===== src/rtl/wb_trace_buffer_pkg.sv =====
// wb_trace_buffer_pkg: trace record layout and default sizing shared by the trace buffer
package wb_trace_buffer_pkg;
  localparam int DEPTH_DEF  = 8;
  localparam int CNT_W_DEF  = 4;
  localparam int DROP_W_DEF = 16;
  // Field order fixes the bit offsets: pc[101:70] inst[69:38] we[37] wreg[36:32] wdata[31:0]
  typedef struct packed {
    logic [31:0] pc;
    logic [31:0] inst;
    logic        we;
    logic [4:0]  wreg;
    logic [31:0] wdata;
  } trc_rec_t;
  localparam int TRC_REC_W = $bits(trc_rec_t);
  // Writes to r0 never change architectural state, so they are traced with we=0
  function automatic trc_rec_t pack_rec(logic [31:0] pc, logic [31:0] inst, logic ena,
                                        logic [4:0] wreg, logic [31:0] wdata);
    return '{pc: pc, inst: inst, we: ena & (wreg != 5'd0), wreg: wreg, wdata: wdata};
  endfunction
endpackage


===== src/rtl/wb_trace_buffer_if.sv =====
// wb_trace_buffer_if: retiring-instruction input and trace-sink handshake bundle
interface wb_trace_buffer_if;
  logic        wb_valid;
  logic [31:0] wb_pc;
  logic [31:0] wb_inst;
  logic        wb_ena;
  logic [4:0]  wb_reg;
  logic [31:0] wb_wdata;
  logic        trc_ready;
  logic        trc_valid;
  logic [31:0] trc_pc;
  logic [31:0] trc_inst;
  logic        trc_we;
  logic [4:0]  trc_wreg;
  logic [31:0] trc_wdata;
  modport master (
    output wb_valid, wb_pc, wb_inst, wb_ena, wb_reg, wb_wdata, trc_ready,
    input  trc_valid, trc_pc, trc_inst, trc_we, trc_wreg, trc_wdata
  );
  modport slave (
    input  wb_valid, wb_pc, wb_inst, wb_ena, wb_reg, wb_wdata, trc_ready,
    output trc_valid, trc_pc, trc_inst, trc_we, trc_wreg, trc_wdata
  );
endinterface


===== src/rtl/wb_trace_buffer_fifo.sv =====
// wb_trace_buffer_fifo: DEPTH x W synchronous show-ahead FIFO with occupancy count
module wb_trace_buffer_fifo
  import wb_trace_buffer_pkg::*;
#(
  parameter int DEPTH = DEPTH_DEF,
  parameter int CNT_W = CNT_W_DEF,
  parameter int W     = TRC_REC_W
) (
  input  logic             clk,
  input  logic             rst_n,
  input  logic             push,
  input  logic             pop,
  input  logic [W-1:0]     din,
  output logic [W-1:0]     dout,
  output logic [CNT_W-1:0] count
);
  localparam int PTR_W = $clog2(DEPTH);
  logic [W-1:0]     mem_q [DEPTH];
  logic [PTR_W-1:0] wr_ptr_q, wr_ptr_d, rd_ptr_q, rd_ptr_d;
  logic [CNT_W-1:0] count_q, count_d;
  // Pointers wrap naturally at DEPTH; fullness is judged by the caller from count only
  always_comb begin
    wr_ptr_d = wr_ptr_q + PTR_W'(push);
    rd_ptr_d = rd_ptr_q + PTR_W'(pop);
    count_d  = count_q + CNT_W'(push) - CNT_W'(pop);
  end
  // Control state; reset discards everything queued
  always_ff @(posedge clk or negedge rst_n) begin
    if (!rst_n) begin
      wr_ptr_q <= '0;
      rd_ptr_q <= '0;
      count_q  <= '0;
    end else begin
      wr_ptr_q <= wr_ptr_d;
      rd_ptr_q <= rd_ptr_d;
      count_q  <= count_d;
    end
  end
  // Storage is left unreset; its contents are masked while empty
  always_ff @(posedge clk) begin
    if (push) mem_q[wr_ptr_q] <= din;
  end
  assign dout  = mem_q[rd_ptr_q];
  assign count = count_q;
endmodule


===== src/rtl/wb_trace_buffer.sv =====
// wb_trace_buffer: captures retiring WB instructions and drains them to the trace port
module wb_trace_buffer
  import wb_trace_buffer_pkg::*;
#(
  parameter int DEPTH  = DEPTH_DEF,
  parameter int CNT_W  = CNT_W_DEF,
  parameter int DROP_W = DROP_W_DEF
) (
  input  logic              clk,
  input  logic              rst_n,
  wb_trace_buffer_if.slave  bus,
  input  logic              clr_ovf,
  output logic              stall_req,
  output logic [CNT_W-1:0]  count,
  output logic              ovf_sticky,
  output logic [DROP_W-1:0] drop_cnt
);
  logic              push, pop, full, empty, ovf;
  trc_rec_t          rec, head, head_vis;
  logic              ovf_sticky_q, ovf_sticky_d;
  logic [DROP_W-1:0] drop_cnt_q, drop_cnt_d;
  wb_trace_buffer_fifo #(.DEPTH(DEPTH), .CNT_W(CNT_W), .W(TRC_REC_W)) u_fifo (
    .clk(clk), .rst_n(rst_n), .push(push), .pop(pop),
    .din(rec), .dout(head), .count(count)
  );
  // Handshake, overflow accounting and the zero-masked head view
  always_comb begin
    empty        = count == '0;
    full         = count == CNT_W'(DEPTH);
    pop          = !empty & bus.trc_ready;
    push         = bus.wb_valid & (!full | pop);
    ovf          = bus.wb_valid & full & !pop;
    rec          = pack_rec(bus.wb_pc, bus.wb_inst, bus.wb_ena, bus.wb_reg, bus.wb_wdata);
    head_vis     = empty ? '0 : head;
    ovf_sticky_d = clr_ovf ? ovf : (ovf_sticky_q | ovf);
    drop_cnt_d   = clr_ovf ? DROP_W'(ovf) : drop_cnt_q + DROP_W'(ovf & ~&drop_cnt_q);
  end
  // Overflow status registers
  always_ff @(posedge clk or negedge rst_n) begin
    if (!rst_n) begin
      ovf_sticky_q <= 1'b0;
      drop_cnt_q   <= '0;
    end else begin
      ovf_sticky_q <= ovf_sticky_d;
      drop_cnt_q   <= drop_cnt_d;
    end
  end
  // The spare slot absorbs the instruction already in WB when the stall rises
  assign stall_req     = count >= CNT_W'(DEPTH - 1);
  assign ovf_sticky    = ovf_sticky_q;
  assign drop_cnt      = drop_cnt_q;
  assign bus.trc_valid = !empty;
  assign bus.trc_pc    = head_vis.pc;
  assign bus.trc_inst  = head_vis.inst;
  assign bus.trc_we    = head_vis.we;
  assign bus.trc_wreg  = head_vis.wreg;
  assign bus.trc_wdata = head_vis.wdata;
endmodule


===== src/flat_wrapper.sv =====
// flat-port wrapper written by rule: the top's interface ports become plain ports
module wb_trace_buffer_flat import wb_trace_buffer_pkg::*;
#(
  parameter int DEPTH  = DEPTH_DEF,
  parameter int CNT_W  = CNT_W_DEF,
  parameter int DROP_W = DROP_W_DEF
)
  (clk, rst_n, clr_ovf, stall_req, count, ovf_sticky, drop_cnt, bus_wb_valid, bus_wb_pc, bus_wb_inst, bus_wb_ena, bus_wb_reg, bus_wb_wdata, bus_trc_ready, bus_trc_valid, bus_trc_pc, bus_trc_inst, bus_trc_we, bus_trc_wreg, bus_trc_wdata);
  wb_trace_buffer_if bus_i ();
  input  logic clk;
  input  logic rst_n;
  input  logic clr_ovf;
  output logic stall_req;
  output logic [CNT_W-1:0] count;
  output logic ovf_sticky;
  output logic [DROP_W-1:0] drop_cnt;
  input wire logic [$bits(bus_i.wb_valid)-1:0] bus_wb_valid;
  input wire logic [$bits(bus_i.wb_pc)-1:0] bus_wb_pc;
  input wire logic [$bits(bus_i.wb_inst)-1:0] bus_wb_inst;
  input wire logic [$bits(bus_i.wb_ena)-1:0] bus_wb_ena;
  input wire logic [$bits(bus_i.wb_reg)-1:0] bus_wb_reg;
  input wire logic [$bits(bus_i.wb_wdata)-1:0] bus_wb_wdata;
  input wire logic [$bits(bus_i.trc_ready)-1:0] bus_trc_ready;
  output wire logic [$bits(bus_i.trc_valid)-1:0] bus_trc_valid;
  output wire logic [$bits(bus_i.trc_pc)-1:0] bus_trc_pc;
  output wire logic [$bits(bus_i.trc_inst)-1:0] bus_trc_inst;
  output wire logic [$bits(bus_i.trc_we)-1:0] bus_trc_we;
  output wire logic [$bits(bus_i.trc_wreg)-1:0] bus_trc_wreg;
  output wire logic [$bits(bus_i.trc_wdata)-1:0] bus_trc_wdata;
  assign bus_i.wb_valid = bus_wb_valid;
  assign bus_i.wb_pc = bus_wb_pc;
  assign bus_i.wb_inst = bus_wb_inst;
  assign bus_i.wb_ena = bus_wb_ena;
  assign bus_i.wb_reg = bus_wb_reg;
  assign bus_i.wb_wdata = bus_wb_wdata;
  assign bus_i.trc_ready = bus_trc_ready;
  assign bus_trc_valid = bus_i.trc_valid;
  assign bus_trc_pc = bus_i.trc_pc;
  assign bus_trc_inst = bus_i.trc_inst;
  assign bus_trc_we = bus_i.trc_we;
  assign bus_trc_wreg = bus_i.trc_wreg;
  assign bus_trc_wdata = bus_i.trc_wdata;
  wb_trace_buffer #(.DEPTH(DEPTH), .CNT_W(CNT_W), .DROP_W(DROP_W)) u_core (.clk(clk), .rst_n(rst_n), .bus(bus_i), .clr_ovf(clr_ovf), .stall_req(stall_req), .count(count), .ovf_sticky(ovf_sticky), .drop_cnt(drop_cnt));
endmodule

===== config.mk =====
export PLATFORM = sky130hd
export DESIGN_NAME = wb_trace_buffer_flat
export DESIGN_NICKNAME = d
export VERILOG_FILES = /design/src/rtl/wb_trace_buffer_pkg.sv /design/src/rtl/wb_trace_buffer_if.sv /design/src/rtl/wb_trace_buffer_fifo.sv /design/src/rtl/wb_trace_buffer.sv /design/src/flat_wrapper.sv
export SDC_FILE = /design/constraint.sdc
export NUM_CORES = 1
export LEC_CHECK = 0
export ABC_AREA = 1
export CORE_UTILIZATION = 35
export DETAILED_ROUTE_END_ITERATION = 10
export PLACE_DENSITY = 0.49
export SLEW_MARGIN = 5
export SYNTH_ARGS = -nofsm -noshare
export SYNTH_HDL_FRONTEND = slang
export SYNTH_SLANG_ARGS = --single-unit

===== constraint.sdc =====
create_clock -name clk -period 7.8 [get_ports clk]
set_input_delay 1.56 -clock clk [delete_from_list [all_inputs] [get_ports clk]]
set_output_delay 1.56 -clock clk [all_outputs]
set_load 0.02 [all_outputs]

==> results of run 1 <==
[kinds of logic (layout without fill, tap and decap cells)]
| group | Yosys count | count (layout) | synth area share |
|---|---|---|---|
| adders and majority gates | 14 | 14 | 0.00515 |
| DFF | 843 | 843 | 0.709 |
| other | 0 | 2 | 0 |
| and+or+nand+nor | 1746 | 1746 | 0.193 |
| AOI/OAI and AO/OA | 219 | 219 | 0.0312 |
| xor gates and xnor gates | 5 | 5 | 0.00123 |
| buffers and inverters | 511 | 775 | 0.0601 |
[worst max-delay path, stage by stage (launching register included)]
cell and delay [ps]:
dfrtp_4 800, buf_4 590, buf_12 670, nor2_1 120
nor2_1 110, o21ai_0 90, nand2_1 100, nor2_1 40
nor2_1 320, clkdlybuf4s50_1 680
[metrics by stage]
| step | hold WS [ps] | util | cells | area, um2 | total power (W) |
|---|---|---|---|---|---|
| after detailed placement | 541 | 0.390 | 4782 | 39100 | 0.0128 |
| after global placement | 537 | 0.390 | 4782 | 39100 | 0.0128 |
| after global routing | 602 | 0.420 | 4960 | 42100 | 0.0179 |
| after floorplan | 480 | - | 3338 | 35500 | 0.0102 |
| after CTS | 551 | 0.420 | 4959 | 42100 | 0.0171 |
| final | 538 | 0.420 | 4961 | 42100 | 0.0168 |
[registers in the layout, summed over array words and instances (netlist names)]
signal                  cells
u_core.drop_cnt            16
u_core.ovf_sticky           1
u_core.u_fifo.count         4
u_core.u_fifo.mem_q       816
u_core.u_fifo.rd_ptr_q      3
u_core.u_fifo.wr_ptr_q      3
[worst min path at each step]
stage	from	endpoint	slack (ps)	cells after the start
detailed placement	u_core.ovf_sticky	u_core.ovf_sticky	540	2
global placement	u_core.ovf_sticky	u_core.ovf_sticky	540	2
floorplan	u_core.u_fifo.rd_ptr_q[1]	u_core.u_fifo.rd_ptr_q[1]	480	1
global route	u_core.ovf_sticky	u_core.ovf_sticky	600	2
CTS	u_core.ovf_sticky	u_core.ovf_sticky	550	2
finish	u_core.ovf_sticky	u_core.ovf_sticky	540	2
[synthesized netlist by cell type]
cell type	n
edfxtp_1	816
clkinv_1	1
a31oi_1	1
clkbuf_1	69
nand3_1	224
and2_1	1
o21ai_0	204
o21ai_2	1
inv_1	338
xnor2_1	2
xor2_1	3
buf_2	64
buf_6	6
buf_1	9
nand2_1	656
o21a_1	1
a21oi_1	7
fa_1	1
buf_4	23
ha_1	13
nor3_1	7
o21ai_1	4
o21bai_1	1
dfrtp_1	27
inv_4	1
nand4_1	1
nor2_1	857
[power groups by stage]
stage / clock network, W / registers, W / logic (W)
5_1_grt: 0.00458 / 0.00600 / 0.00736
2_1_floorplan: 0 / 0.00599 / 0.00423
3_5_place_dp: 0 / 0.00604 / 0.00673
4_1_cts: 0.00441 / 0.00594 / 0.00676
6_report: 0.00428 / 0.00594 / 0.00660
3_3_place_gp: 0 / 0.00603 / 0.00673
[final cells by class]
type / instances / area, um2 / share of cell area
Antenna cell: 2 / 5.00 / 0.000119
Clock buffer: 128 / 2610 / 0.0620
Clock inverter: 49 / 367 / 0.00871
Inverter: 340 / 1290 / 0.0306
Multi-Input combinational cell: 1984 / 8250 / 0.196
Sequential cell: 843 / 25200 / 0.599
Tap cell: 1357 / 1700 / 0.0403
Timing Repair Buffer: 258 / 2680 / 0.0636
[layer usage]
| metal | part of all wire | up-vias | global-route usage |
|---|---|---|---|
| met3 | 0.043 | 108 | 0.0286 |
| met1 | 0.47 | 10905 | 0.235 |
| met5 | 0.00045 | - | 0 |
| met2 | 0.47 | 392 | 0.286 |
| li1 | - | 11296 | - |
| met4 | 0.017 | 6 | 0.0486 |
==> metrics.txt, run 1 <==
Die Area=103000 um2; Clock Root Buffer=clkbuf_16; Critical Path Fanout Max=~200; Yosys top cell area share=0.690; CTS buffer count=96; Filler Cells Inserted=9572; crit path DAT=4400 ps; # hold bufs at CTS=0; Worst setup EP type=primary output; outcome=completed; Fin Setup TNS=0 ps; Post-Synthesis Cells=about 3300; CTS tree=done; cell taking the most area after synthesis=edfxtp_1; initial antenna violation count=6; Slew Limit Fails=0; P_leak=16.4 nW; critical path startpoint=u_core.u_fifo.rd_ptr_q[0]; MaxCap Viol Count=0; max_slew headroom=0.275; Sw Share=0.380; wire length per cell=17.9 um; Hold Violations, Final=0; IO Pins=232; drt drc=0; Synth Register Bits=843; RR Startpoint=u_core.u_fifo.count[2]; yosys warns=0; Clock Power Share=0.255; endpoints failing setup=0; Total Wirelength=88.7 mm; synth top area cells=edfxtp_1, nor2_1, nand2_1; P&R area growth vs syn=18.6%; grt ovf=0; H-tree lvl count=3; CTS Buffer Depth=3; reg2reg end=u_core.u_fifo.mem_q[7][48]; crit path launch type=flop; Max IR drop VDD=294 uV; DR vias=22707; drt pass-1 iters=5; Chip Height=approximately 320 um; layout cells sized above 1=0.0464; Starting DRT DRC Count=1529; post-CTS setup repair buffer count=0; DP HPWL=41.8 mm; die width=320 um; core footprint=100000 um2; initial core utilization=0.354; P_sw=0.00638 W; Distinct cells, synth=27; share of the yosys chip area belonging to registers=0.709; Port Buf Inserts=around 230; RSZ-0062 raised after global routing=false; NumNets Final=around 3600; routed vias/inst=4.58; commonest non-fill, non-tap cells in the layout=nor2_1, edfxtp_1, nand2_1; remaining antenna violation count=0; commonest non-fill, non-tap cell in the layout=nor2_1; clk_skew=19.3 ps; worst path required time=between 6000 and 7000 ps; Core Rows=116; final setup margin=about 1800 ps; register-to-register setup slack=~3400 ps; last element of the critical path=bus_trc_we; Overall Global Routing Usage=0.173; Pint=0.0104 W; synthesized area=35500 um2; Seq pwr share=0.353; pre-CTS WS=2540 ps; gpl congestion=0.783; HP Class=flop to flop; Synth Area per Inst=~11 um2; largest net degree at the start of global routing=196; Comb pwr share=0.392; Setup CP Type=flop to primary output; Mapped Nets=3459; vias in the first global route=~22000; clock sinks=about 840; minimum clock period=5960 ps; Resize count post-CTS=0; worst slew pin tran=1090 ps; Clock Latency Late Sink=roughly 650 ps; Clock Pin Slew Worst Setup and Hold Paths=60 ps; worst reg-to-reg path cell count=9; first-pass GRT wire length=135 mm; Tcrit/Tclk final=0.764; PwrDens=between 300 and 400 nW/um2; f_max=168 MHz
(Power assumes the default switching activity.)
==> run 2: changes to the inputs <==
clock period = 5.73 ns   (was 7.8 ns; I/O delays follow)
==> metrics.txt, run 2 (synthesized netlist as in run 1, its figures left out) <==
P&R area growth vs syn=19.3%; f_max=about 220 MHz; CTS Buffer Depth=3 (unchanged); Critical Path Fanout Max=164 (-16%); RSZ-0062 raised after global routing=false; Clock Root Buffer=clkbuf_16; remaining antenna violation count=0 (unchanged); clock sinks=843 (unchanged); Chip Height=320 um (unchanged); clk_skew=21.7 ps (+2.43 ps); gpl congestion=0.776 (-0.86%); DR vias=22745 (+0.17%); CP bufs+invs=2 (-1); total power=0.0231 W (+38%); Filler Cells Inserted=9568 (-0.042%); max_slew headroom=0.232 (-0.0428); Clock Pin Slew Worst Setup and Hold Paths=60 ps (about the same); routed vias/inst=4.57 (about the same); critical path's slowest cell=clkdlybuf4s50_1; initial antenna violation count=5 (-1); MaxCap Viol Count=0 (unchanged); commonest non-fill, non-tap cell in the layout=nor2_1; outcome=completed; layout cells sized above 1=0.0534 (+0.00704); Clock Power Share=0.254 (about the same); Port Buf Inserts=231 (unchanged); Total Wirelength=90.0 mm (+1.4%); vias in the first global route=22051 (+1.4%); Clock Latency Late Sink=660 ps (about the same); Sw Share=0.381 (+0.00162); crit path DAT=3490 ps (-910 ps); cell family with most CP delay=buffers and inverters; Pint=0.0143 W (+37%); H-tree lvl count=3 (unchanged); minimum clock period=4640 ps; Hold Violations, Final=0 (unchanged); Tcrit/Tclk final=0.809; Post-DP Area=39300 um2 (+0.60%); P_sw=0.00883 W (+38%); post-CTS setup repair buffer count=0 (unchanged); Max IR drop VDD=371 uV (+26%); DP HPWL=49.1 mm (+17%); Resize count post-CTS=0 (unchanged); worst slew pin tran=1150 ps (+64.0 ps); initial core utilization=0.354 (unchanged); Starting DRT DRC Count=1311 (-14%); Hold WS=517 ps (-21.1 ps); register with the most flip-flops=u_core.u_fifo.mem_q; Slew Limit Fails=0 (unchanged); IO Pins=232 (unchanged); endpoints failing setup=0 (unchanged); die width=320 um (unchanged); most used cell along the critical path=nor2_1; PwrDens=547 nW/um2 (+37%); crit path launch type=flop; first-pass GRT wire length=137 mm (+1.5%); pre-CTS WS=1460 ps (-1080 ps); P_leak=16.6 nW (+0.92%); finished layout cell area=42300 um2 (+0.60%); commonest non-fill, non-tap cells in the layout=nor2_1, edfxtp_1, nand2_1; Overall Global Routing Usage=0.175 (+0.00186); final setup margin=1090 ps (-746 ps); CP cell instances=buf_12 -> nor2_1 -> nor2_1 -> o21ai_0 -> nand2_1 -> nor2_1 -> nor2_1 -> clkdlybuf4s50_1; max reg flops=816 (unchanged); worst path required time=4580 ps (-1660 ps); Seq pwr share=0.349 (-0.004); CTS tree=done; drt drc=0 (unchanged); Die Area=103000 um2 (unchanged); # hold bufs at CTS=0 (unchanged); NumNets Final=3661 (+0.47%); slowest stage delay, CP=700 ps (-100 ps); Comb pwr share=0.397 (+0.005); Worst setup EP type=primary output; grt ovf=0 (unchanged); Fin Setup TNS=0 ps (unchanged); HP Class=flop to flop; largest net degree at the start of global routing=165 (-16%); Core Rows=116 (unchanged); drt pass-1 iters=5 (unchanged); CTS buffer count=95 (-1.0%); Setup CP Type=flop to primary output; core footprint=100000 um2 (unchanged); wire length per cell=18.1 um (+1.2%)
==> run 2: power by group through the flow <==
stage / Combinational [W] / Sequential [W] / Clock [W]
CTS: 0.00944 / 0.00808 / 0.00604
floorplan: 0.00575 / 0.00816 / 0
detailed placement: 0.00939 / 0.00821 / 0
global placement: 0.00940 / 0.00820 / 0
finish: 0.00919 / 0.00808 / 0.00588
global route: 0.0102 / 0.00816 / 0.00626
==> run 2: metrics by stage <==
stage | utilization | instances
3_3_place_gp | 0.392 | 4800
6_report | 0.422 | 4973
4_1_cts | 0.422 | 4971
2_1_floorplan | - | 3338
5_1_grt | 0.422 | 4973
3_5_place_dp | 0.392 | 4800
==> run 2: layout make-up <==
cell class | instances | area, um2 | share of cell area
Sequential cell | 843 | 25200 | 0.595
Multi-Input combinational cell | 1984 | 8250 | 0.195
Timing Repair Buffer | 276 | 2910 | 0.0688
Clock buffer | 124 | 2560 | 0.0604
Tap cell | 1357 | 1700 | 0.0401
Inverter | 340 | 1290 | 0.0304
Clock inverter | 47 | 432 | 0.0102
Antenna cell | 2 | 5.00 | 0.000118
==> run 2: worst register-to-register path, delay by kind of cell (launching register included) <==
family	cells	cell delay (ps)
buffers and inverters	3	970
adder cells (fa/ha/maj)	1	240
AND/OR/NAND/NOR	3	1720
AO/OA/AOI/OAI	1	360
flip-flops	1	370
==> run 2: final timing paths <==
check / slack (ps) / cells after the start / startpoint / to
max in group asynchronous: 4530 / 2 / rst_n / u_core.u_fifo.rd_ptr_q[1]
min reg2reg: 520 / 2 / u_core.ovf_sticky / u_core.ovf_sticky
max: 1090 / 8 / u_core.u_fifo.rd_ptr_q[0] / bus_trc_inst[0]
min in group asynchronous: 880 / 2 / rst_n / u_core.u_fifo.count[2]
min: 520 / 2 / u_core.ovf_sticky / u_core.ovf_sticky
max reg2reg: 1720 / 8 / u_core.u_fifo.count[2] / u_core.u_fifo.mem_q[5][67]
==> run 2: per-layer routing <==
| layer | vias up | track usage | wire [um] |
|---|---|---|---|
| li1 | 11316 | - | - |
| met1 | 10932 | 0.232 | 41100 |
| met2 | 366 | 0.296 | 43500 |
| met3 | 127 | 0.0295 | 3400 |
| met4 | 4 | 0.0485 | 1920 |
| met5 | - | 0 | 26 |
==> run 3: changes to the inputs <==
PLACE_DENSITY = 0.51   (was 0.49)
clock period = 4 ns   (was 5.73 ns; I/O delays follow)
==> metrics.txt, run 3 (synthesized netlist as in run 1, its figures left out) <==
outcome=completed; CP cell instances=buf_12 -> nor2_1 -> nor2_1 -> clkdlybuf4s50_1; H-tree lvl count=3 (unchanged); post-layout util=0.427 (+0.00498); initial core utilization=0.354 (unchanged); die width=320 um (unchanged); layout cells sized above 1=0.0605 (+0.00705); HP Class=input pin to asynchronous set/reset pin; MaxCap Viol Count=0 (unchanged); Fin Setup TNS=0 ps (unchanged); P&R area growth vs syn=20.7%; IO Pins=232 (unchanged); Clock Power Share=0.245 (-0.009); Worst setup EP type=primary output; RR Startpoint=u_core.u_fifo.count[2]; commonest non-fill, non-tap cells in the layout=nor2_1, edfxtp_1, nand2_1; NumNets Final=3689 (+0.76%); Port Buf Inserts=231 (unchanged); slowest stage delay, CP=970 ps (+270 ps); worst reg-to-reg path cell count=11 (+3); drt pass-1 iters=5 (unchanged); clk_skew=17.6 ps (-4.16 ps); first-pass GRT wire length=136 mm (-0.62%); cell family with most CP delay=buffers and inverters; vias in the first global route=22001 (-0.23%); # hold bufs at CTS=0 (unchanged); critical path's slowest cell=dfrtp_4; wire length per cell=18.1 um (-0.15%); f_max=257 MHz; Setup CP Type=flop to primary output; Sw Share=0.378 (-0.00293); CTS tree=done; Slew Limit Fails=0 (unchanged); initial antenna violation count=5 (unchanged); Overall Global Routing Usage=0.175 (-0.000336); final cell count without fillers=4998 (+0.50%); crit path launch type=flop; worst path required time=3200 ps (-1380 ps); Clock Root Buffer=clkbuf_16; Hold WS=192 ps (-325 ps); Max IR drop VDD=522 uV (+41%); crit path DAT=3100 ps (-390 ps); minimum clock period=3900 ps; Pint=0.0208 W (+45%); CTS Buffer Depth=3 (unchanged); Comb pwr share=0.411 (+0.014); Tcrit/Tclk final=0.974; Die Area=103000 um2 (unchanged); reg2reg end=u_core.u_fifo.count[2]; routed vias/inst=4.59 (+0.30%); Clock Latency Late Sink=650 ps (about the same); final setup margin=105 ps (-988 ps); DR vias=22929 (+0.81%); P_leak=16.9 nW (+1.7%); Total Wirelength=90.3 mm (+0.35%); most used cell along the critical path=nor2_1; Critical Path Fanout Max=63 (-62%); max reg flops=816 (unchanged); CTS buffer count=94 (-1.1%); Seq pwr share=0.344 (-0.005); P_sw=0.0127 W (+43%); Hold Violations, Final=0 (unchanged); max_slew headroom=0.454 (+0.222); endpoints failing setup=0 (unchanged); gpl congestion=0.751 (-3.2%); Chip Height=320 um (unchanged); worst slew pin tran=819 ps (-331 ps); DP HPWL=46.7 mm (-4.9%); Clock Pin Slew Worst Setup and Hold Paths=60 ps (about the same); Core Rows=116 (unchanged); register with the most flip-flops=u_core.u_fifo.mem_q; grt ovf=0 (unchanged); CP bufs+invs=2 (unchanged); clock sinks=843 (unchanged); Starting DRT DRC Count=1502 (+15%); largest net degree at the start of global routing=98 (-41%); remaining antenna violation count=0 (unchanged); core footprint=100000 um2 (unchanged); pre-CTS WS=561 ps (-900 ps); dpl cells=4817 (+0.35%); register-to-register setup slack=910 ps (-810 ps); drt drc=0 (unchanged); PwrDens=781 nW/um2 (+43%); commonest non-fill, non-tap cell in the layout=nor2_1
==> run 3: cell types whose count changed in the layout (fill, tap and decap cells not counted), moves of 3 or more <==
cell and delta:
clkinv_2 -4, buf_16 +6, clkinv_1 +9, buf_12 +11
buf_4 +6, clkbuf_8 -3, clkinvlp_4 +3, clkbuf_1 -9
dlymetal6s2s_1 +7, buf_6 +3, clkdlybuf4s50_1 -8
==> run 3: area by class of cell <==
type	count	area, um2
clock buffer	113	2510
multi-input combinational	1984	8260
tap	1357	1700
inverter	340	1310
antenna	2	5.00
clock inverter	54	395
sequential	843	25200
timing repair buffer	305	3480
fill	9433	57500
==> run 3: routing by layer <==
metal / GRT usage / part of all wire / vias up
met1: 0.234 / 0.46 / 11039
met2: 0.293 / 0.48 / 392
met4: 0.0514 / 0.020 / 6
met3: 0.0278 / 0.041 / 111
met5: 0 / 0.00048 / -
li1: - / - / 11381
==> run 3: timing repair <==
action | CTS | global route
buffers inserted | 5 | 4
endpoints found under the setup margin | 40 | 27
gates cloned | 2 | 1
gates resized for setup | 8 | 13
==> run 3: worst max path at each step <==
stage                                    from                        end  slack [ps]  cells after the start
finish              u_core.u_fifo.rd_ptr_q[2]            bus_trc_inst[3]         100                      4
global route        u_core.u_fifo.rd_ptr_q[0]             bus_trc_pc[14]          -5                      8
CTS                 u_core.u_fifo.rd_ptr_q[0]              bus_trc_pc[7]           8                      9
detailed placement  u_core.u_fifo.rd_ptr_q[0]            bus_trc_inst[3]         560                      7
global placement    u_core.u_fifo.rd_ptr_q[0]            bus_trc_inst[9]         550                      9
floorplan              u_core.u_fifo.count[2]  u_core.u_fifo.mem_q[0][0]        -380                      6
==> run 3: worst reg2reg max path: stages, from the launching register on <==
cell,delay [ps]
dfrtp_1,400
inv_1,110
ha_1,200
nand3_4,280
and2_1,350
o21ai_2,470
ha_1,320
inv_1,50
ha_1,170
inv_1,60
fa_1,400
xnor2_1,150
==> run 3: metrics by stage <==
stage               cell area (um2)  power (W)
CTS                           42700     0.0339
floorplan                     35500     0.0198
global route                  42800     0.0356
global placement              39600     0.0253
detailed placement            39600     0.0253
finish                        42800     0.0334
==> run 3: power by group through the flow <==
stage	logic (W)	registers (W)	clock network, W
4_1_cts	0.0139	0.0115	0.00843
3_5_place_dp	0.0136	0.0117	0
3_3_place_gp	0.0135	0.0117	0
6_report	0.0137	0.0115	0.00819
5_1_grt	0.0152	0.0116	0.00874
2_1_floorplan	0.00825	0.0116	0
